==> src/rtl/muldiv_unit_pkg.sv <==
`default_nettype none
// ============================================================================
// Module      : muldiv_unit_pkg
// Description : Shared op-codes, FSM state encoding and width default for
//               the iterative multiply/divide unit.
// Revision    : 1.0 - initial release
// ============================================================================
package muldiv_unit_pkg;

  localparam int MD_DATA_W = 32;

  localparam logic [2:0] OP_MULT  = 3'd0;
  localparam logic [2:0] OP_MULTU = 3'd1;
  localparam logic [2:0] OP_DIV   = 3'd2;
  localparam logic [2:0] OP_DIVU  = 3'd3;
  localparam logic [2:0] OP_MTHI  = 3'd4;
  localparam logic [2:0] OP_MTLO  = 3'd5;

  localparam logic [1:0] S_IDLE = 2'd0;
  localparam logic [1:0] S_RUN  = 2'd1;
  localparam logic [1:0] S_FIX  = 2'd2;

endpackage : muldiv_unit_pkg
`default_nettype wire

==> src/rtl/muldiv_step.sv <==
`default_nettype none
// ============================================================================
// Module      : muldiv_step
// Description : One combinational iteration: shift-add multiply or restoring
//               divide over a shared 2*DATA_W accumulator.
// Revision    : 1.0 - initial release
// ============================================================================
module muldiv_step #(
  parameter int DATA_W = 32
) (
  input  logic                  is_div,
  input  logic [2*DATA_W-1:0]   acc_in,
  input  logic [DATA_W-1:0]     opnd,
  output logic [2*DATA_W-1:0]   acc_out
);

  // Multiply: upper half accumulates, lower half holds remaining multiplier bits
  logic [DATA_W:0]     w_mul_sum;
  logic [2*DATA_W-1:0] w_mul_acc;

  assign w_mul_sum = {1'b0, acc_in[2*DATA_W-1:DATA_W]}
                   + (acc_in[0] ? {1'b0, opnd} : {(DATA_W+1){1'b0}});
  assign w_mul_acc = {w_mul_sum, acc_in[DATA_W-1:1]};

  // Divide: upper half is the partial remainder, lower half shifts dividend out / quotient in
  logic [DATA_W:0]     w_shift;
  logic [DATA_W:0]     w_diff;
  logic                w_qbit;
  logic [DATA_W-1:0]   w_rem_next;
  logic [2*DATA_W-1:0] w_div_acc;

  assign w_shift    = acc_in[2*DATA_W-1:DATA_W-1];
  assign w_diff     = w_shift - {1'b0, opnd};
  assign w_qbit     = ~w_diff[DATA_W];
  assign w_rem_next = w_qbit ? w_diff[DATA_W-1:0] : w_shift[DATA_W-1:0];
  assign w_div_acc  = {w_rem_next, acc_in[DATA_W-2:0], w_qbit};

  assign acc_out = is_div ? w_div_acc : w_mul_acc;

endmodule : muldiv_step
`default_nettype wire

==> src/rtl/muldiv_unit.sv <==
`default_nettype none
// ============================================================================
// Module      : muldiv_unit
// Description : Iterative MULT/DIV sequencer owning HI/LO, with stall and
//               flush handling for the EX stage.
// Revision    : 1.0 - initial release
// ============================================================================
module muldiv_unit
  import muldiv_unit_pkg::*;
#(
  parameter int                DATA_W  = MD_DATA_W,
  parameter logic [DATA_W-1:0] DIV0_LO = 32'hFFFFFFFF
) (
  input  logic              clk,
  input  logic              reset,
  input  logic              start,
  input  logic [2:0]        op,
  input  logic [DATA_W-1:0] in1,
  input  logic [DATA_W-1:0] in2,
  input  logic              read_req,
  input  logic              cancel,
  output logic              busy,
  output logic              stall,
  output logic              done,
  output logic [DATA_W-1:0] hi,
  output logic [DATA_W-1:0] lo
);

  localparam int              CW       = $clog2(DATA_W);
  localparam logic [CW-1:0]   LAST_CNT = CW'(DATA_W - 1);

  logic [1:0]          r_state;
  logic [1:0]          w_next_state;
  logic [CW-1:0]       r_count;
  logic [2*DATA_W-1:0] r_acc;
  logic [DATA_W-1:0]   r_opnd;
  logic [DATA_W-1:0]   r_dividend;
  logic                r_is_div;
  logic                r_neg_main;
  logic                r_neg_rem;
  logic                r_div0;
  logic [DATA_W-1:0]   r_hi;
  logic [DATA_W-1:0]   r_lo;
  logic                r_busy;
  logic                r_done;

  logic                w_accept;
  logic                w_is_muldiv;
  logic                w_signed;
  logic                w_div_op;
  logic [DATA_W-1:0]   w_mag1;
  logic [DATA_W-1:0]   w_mag2;
  logic                w_load;
  logic                w_mt_hi;
  logic                w_mt_lo;
  logic                w_step_en;
  logic                w_commit;
  logic [2*DATA_W-1:0] w_step_acc;
  logic [2*DATA_W-1:0] w_prod;
  logic [DATA_W-1:0]   w_quo;
  logic [DATA_W-1:0]   w_rem;

  assign w_accept    = start & ~cancel;
  assign w_is_muldiv = op inside {OP_MULT, OP_MULTU, OP_DIV, OP_DIVU};
  assign w_signed    = (op == OP_MULT) | (op == OP_DIV);
  assign w_div_op    = (op == OP_DIV) | (op == OP_DIVU);
  assign w_mag1      = (w_signed & in1[DATA_W-1]) ? ('0 - in1) : in1;
  assign w_mag2      = (w_signed & in2[DATA_W-1]) ? ('0 - in2) : in2;

  // ---------------- FSM: state register ----------------
  always_ff @(posedge clk or posedge reset) begin
    if (reset) begin
      r_state <= S_IDLE;
    end else begin
      r_state <= w_next_state;
    end
  end

  // ---------------- FSM: next state ----------------
  always_comb begin
    w_next_state = r_state;
    case (r_state)
      S_IDLE: if (w_load) w_next_state = S_RUN;
      S_RUN: begin
        if (cancel)                    w_next_state = S_IDLE;
        else if (r_count == LAST_CNT)  w_next_state = S_FIX;
      end
      S_FIX:   w_next_state = S_IDLE;
      default: w_next_state = S_IDLE;
    endcase
  end

  // ---------------- FSM: outputs ----------------
  always_comb begin
    w_load    = 1'b0;
    w_mt_hi   = 1'b0;
    w_mt_lo   = 1'b0;
    w_step_en = 1'b0;
    w_commit  = 1'b0;
    case (r_state)
      S_IDLE: begin
        w_load  = w_accept & w_is_muldiv;
        w_mt_hi = w_accept & (op == OP_MTHI);
        w_mt_lo = w_accept & (op == OP_MTLO);
      end
      S_RUN:   w_step_en = ~cancel;
      S_FIX:   w_commit  = ~cancel;
      default: ;
    endcase
  end

  muldiv_step #(
    .DATA_W (DATA_W)
  ) u_step (
    .is_div  (r_is_div),
    .acc_in  (r_acc),
    .opnd    (r_opnd),
    .acc_out (w_step_acc)
  );

  // Operand capture and iteration datapath
  always_ff @(posedge clk or posedge reset) begin
    if (reset) begin
      r_count    <= '0;
      r_acc      <= '0;
      r_opnd     <= '0;
      r_dividend <= '0;
      r_is_div   <= 1'b0;
      r_neg_main <= 1'b0;
      r_neg_rem  <= 1'b0;
      r_div0     <= 1'b0;
    end else if (w_load) begin
      r_count    <= '0;
      r_acc      <= {{DATA_W{1'b0}}, (w_div_op ? w_mag1 : w_mag2)};
      r_opnd     <= w_div_op ? w_mag2 : w_mag1;
      r_dividend <= in1;
      r_is_div   <= w_div_op;
      r_neg_main <= w_signed & (in1[DATA_W-1] ^ in2[DATA_W-1]);
      r_neg_rem  <= w_signed & in1[DATA_W-1];
      r_div0     <= w_div_op & (in2 == '0);
    end else if (w_step_en) begin
      r_count <= r_count + 1'b1;
      r_acc   <= w_step_acc;
    end
  end

  // Sign correction of the magnitude result
  assign w_prod = r_neg_main ? ('0 - r_acc) : r_acc;
  assign w_quo  = r_neg_main ? ('0 - r_acc[DATA_W-1:0]) : r_acc[DATA_W-1:0];
  assign w_rem  = r_neg_rem  ? ('0 - r_acc[2*DATA_W-1:DATA_W]) : r_acc[2*DATA_W-1:DATA_W];

  always_ff @(posedge clk or posedge reset) begin
    if (reset) begin
      r_hi   <= '0;
      r_lo   <= '0;
      r_busy <= 1'b0;
      r_done <= 1'b0;
    end else begin
      r_busy <= (w_next_state != S_IDLE);
      r_done <= w_commit;
      if (w_commit) begin
        if (r_is_div) begin
          r_lo <= r_div0 ? DIV0_LO    : w_quo;
          r_hi <= r_div0 ? r_dividend : w_rem;
        end else begin
          r_hi <= w_prod[2*DATA_W-1:DATA_W];
          r_lo <= w_prod[DATA_W-1:0];
        end
      end else begin
        if (w_mt_hi) r_hi <= in1;
        if (w_mt_lo) r_lo <= in1;
      end
    end
  end

  assign busy  = r_busy;
  assign stall = r_busy & (start | read_req);
  assign done  = r_done;
  assign hi    = r_hi;
  assign lo    = r_lo;

endmodule : muldiv_unit
`default_nettype wire

==> config.mk <==
export PLATFORM = sky130hd
export DESIGN_NAME = muldiv_unit
export DESIGN_NICKNAME = d
export VERILOG_FILES = /design/src/rtl/muldiv_unit_pkg.sv /design/src/rtl/muldiv_step.sv /design/src/rtl/muldiv_unit.sv
export SDC_FILE = /design/constraint.sdc
export NUM_CORES = 1
export LEC_CHECK = 0
export ABC_AREA = 1
export BUFFER_PORTS_ARGS = -buffer_cell sky130_fd_sc_hd__buf_2
export CAP_MARGIN = 5
export CORE_MARGIN = 10
export CORE_UTILIZATION = 45
export DETAILED_ROUTE_END_ITERATION = 7
export PLACE_DENSITY = 0.63
export SLEW_MARGIN = 10
export SYNTH_ARGS = -nofsm -noshare
export SYNTH_HDL_FRONTEND = slang
export SYNTH_HIERARCHICAL = 1
export SYNTH_SLANG_ARGS = --single-unit
export TNS_END_PERCENT = 100
==> constraint.sdc <==
create_clock -name clk -period 8 [get_ports clk]
set_clock_uncertainty 0.15 [all_clocks]
set_input_delay 1.2 -clock clk [delete_from_list [all_inputs] [get_ports clk]]
set_output_delay 1.2 -clock clk [all_outputs]
set_load 0.02 [all_outputs]
==> flow_summary.toml <==
[final_layout]
areaGrowthSynthToFinish_pct = 8.28
utilization_pct = 49.4
stdcell_count = 4160
nets = 3683
drive_above_1_share_pct = 8.69

[timing]
tns_ns = 0
final-hold-violation-count = 0
tightestPinTransition_ns = 1.07
max_freq_ghz = 0.256
setup_violations = 0
period_minus_slack_ns = 3.90
setup_ws_ns = 4.10
timing.slew.headroom_pct = 29.0
whs_ns = 0.337
maxSlewViolCount = 0
rsz0062_at_grt = "no"
post-route-period-util_pct = 48.8

[cts]
clk_latency_ns = 0.57
ctsHoldBuffers = 0
cts-resized-gates = 0
cts.path.max_buffers = 3
cts_buffers = 25
clkSinkCount = 205
clockRootBuffer = "clkbuf_16"
htree_levels = 1
tritoncts = "built"
post_cts_buffers = 0
path_clk_slew_ns = 0.06

[floorplanning]
die_y_um = 235
fp.dieArea_um2 = 55100
initial_core_util_pct = 45.6
die_w_um = 235
ioPinCount = 139
fp-row-count = 78
core_um2 = 45500

[worst_setup_path]
worstPathArrival_ns = 4.15
critical_path.max_fanout = 32
crit_cells = 15
critPathMostFrequentCell = "nand2_1"
ff2ff_path_depth = 15
cp-start-kind = "register"
critical_path_required_ns = 8.25
reg2reg_slack_ns = 4.10
cp_slowest_cell = "dfrtp_1"
reg2reg_from = "r_acc[0]"
critPathLaunch = "r_acc[0]"
regToRegEndpoint = "r_acc[43]"
crit_chain = "buf_4 > nand2_1 > inv_1 > ha_1 > a21oi_1 > nand2_1 > nand2_1 > o211ai_1 > nand2_1 > nand2_1 > or2_2 > nand3_1 > nand2_1 > nand2_1 > o21ai_0"
crit_type = "register to register"
path_buf_inv = 2
crit_family = "simple AND/OR/NAND/NOR gates"
slowest_delay_ns = 0.49
cp-end-kind = "register"
crit_end = "r_acc[43]"

[placement]
place_congestion = 1.08
dp.cells = 4112
dp_slack_ns = 3.58
dp_hpwl_um = 79100
io_buffers = 138

[detailed_routing]
vias = 24505
wirelength_um = 99400
initialDrtViolationCount = 3161
wire_per_inst_um = 23.9
ant_nets = 0
first_pass_iters = 6
via_per_inst = 5.89
remaining_drc_errors = 0

[synthesis]
synth_area_um2 = 20800
synth_sequential_area_ratio_pct = 24.7
synthArstFlopShare_pct = 100
synth_edf_count = 0
syn_inst = 3486
syn-num-nets = 3630
yosys.area.top_type = "dfrtp_1"
ys.flop_type = "dfrtp_1"
ys_seq_elements = 205
yosysTopAreaCellShare_pct = 24.7
synthTopCellsByArea = "dfrtp_1 25%, nand2_1 20%, nand3_1 7.8%"
ys_types = 65
post_synth.cell_area_avg_um2 = 5.95
yosysWarnings = 6

[global_route]
grt_first_pass_wirelength_um = 146000
grt_overflow = 0
antenna_found_initial = 3
grt_pass1_vias = 22912
grt_usage_pct = 34.2
grt_start_max_net_pins = 132

[power_and_ir_drop]
vdd_drop_max_v = 0.000225
power_leakage_nw = 11.8
cellPowerDensity_nw_per_um2 = 366

[hold_path]
min_path_type = "register to register"

[run_status]
status = "finished, final reports clean"

[flow_run]
maxCapViolations = 0
## layout make-up
class	count	area, um2
well taps	600	751
multi-input cells	2710	13300
diodes	3	7.51
clock buffers	37	731
repair buffers	152	796
flip-flops and latches	205	5130
fillers	4968	23000
clock inverters	8	105
inverters	445	1680
## kinds of logic after synthesis
| group | after synthesis | share of synthesized area [%] |
|---|---|---|
| flip-flops | 205 | 24.7 |
| buffers and inverters | 571 | 11.4 |
| adder cells (fa/ha/maj) | 72 | 4.41 |
| XOR/XNOR | 64 | 2.70 |
| AO/OA/AOI/OAI | 584 | 15.9 |
| AND/OR/NAND/NOR | 1990 | 40.9 |
## worst reg2reg max path: stages, from the launching register on
cell and delay (ns):
dfrtp_1 0.49, buf_4 0.42, nand2_1 0.13, inv_1 0.08, ha_1 0.29, a21oi_1 0.42
nand2_1 0.34, nand2_1 0.13, o211ai_1 0.24, nand2_1 0.13, nand2_1 0.14, or2_2 0.31
nand3_1 0.17, nand2_1 0.14, nand2_1 0.08, o21ai_0 0.08
## synthesized netlist by cell type, types with 6 or more instances
cell,instances
a21oi_1,162
a22oi_1,6
a31oi_1,12
and2_1,6
buf_2,40
buf_4,8
clkbuf_1,58
clkbuf_8,7
dfrtp_1,205
ha_1,70
inv_1,423
inv_2,18
nand2_1,1122
nand2_2,28
nand2_4,6
nand3_1,323
nand3b_1,20
nand4_1,29
nor2_1,367
nor2_2,18
nor2_4,6
nor3_1,35
o211ai_1,24
o21a_1,8
o21ai_0,272
o21ai_1,26
o21bai_1,12
o221ai_1,8
o311ai_1,14
o31ai_1,7
or2_2,11
xnor2_1,12
xor2_1,52
## cells in the final DEF (no fill, tap or decap), types with 5 or more instances in the layout
cell type / instances
nor2_1: 365
nand3_1: 323
o21ai_1: 26
xnor2_1: 12
o21bai_1: 12
o311ai_1: 14
nand2_4: 6
buf_4: 14
nand4_1: 29
xor2_1: 52
ha_1: 70
clkbuf_8: 6
a21oi_1: 162
buf_2: 138
a21o_1: 5
o22ai_1: 5
clkbuf_16: 25
o21ai_0: 272
nand3b_1: 20
o221ai_1: 8
nand2_2: 28
nor3_1: 35
o21a_1: 8
o211ai_1: 24
dfrtp_1: 203
a22oi_1: 6
o31ai_1: 7
nor2_4: 7
or2_2: 11
clkinv_2: 6
nor2_2: 19
inv_2: 18
nand2_1: 1122
and2_1: 6
inv_1: 421
clkbuf_1: 6
a31oi_1: 12
## flip-flops by register name (all words and copies together) (netlist names), 2 cells and up
signal	cells
r_acc	64
hi	32
lo	32
r_dividend	32
r_opnd	32
r_count	5
r_state	2
## how the worst min path moves through the flow
stage                        startpoint       endpoint  slack (ns)  depth (start not counted)
after global placement       r_count[2]     r_count[2]        0.31                          1
after CTS                 r_dividend[8]  r_dividend[8]        0.34                          2
after detailed placement  r_dividend[8]  r_dividend[8]        0.32                          2
after global routing      r_dividend[8]  r_dividend[8]        0.36                          2
after floorplan              r_count[2]     r_count[2]        0.30                          1
final                        r_count[2]     r_count[2]        0.34                          1
## stage by stage
| stage | instance area, um2 | total power [W] |
|---|---|---|
| 2_1_floorplan | 20800 | 0.00515 |
| 3_3_place_gp | 21600 | 0.00680 |
| 3_5_place_dp | 21600 | 0.00683 |
| 4_1_cts | 22500 | 0.00804 |
| 5_1_grt | 22500 | 0.00876 |
| 6_report | 22500 | 0.00823 |
## routing by layer
metal	part of all wire, %	vias to the layer above	track usage, %
met5	0	-	0
met4	6.3	0	19.1
met3	10	248	7.16
met2	44	1380	53.0
met1	40	11519	43.5
li1	-	11358	-
## power by group
group	switching (W)	total, W	leakage (nW)	internal [W]
logic	0.00354	0.00506	8.88	0.00152
registers	0.000660	0.00197	2.52	0.00131
clock network	0.000499	0.00120	0.416	0.000697
(Power assumes the default switching activity.)
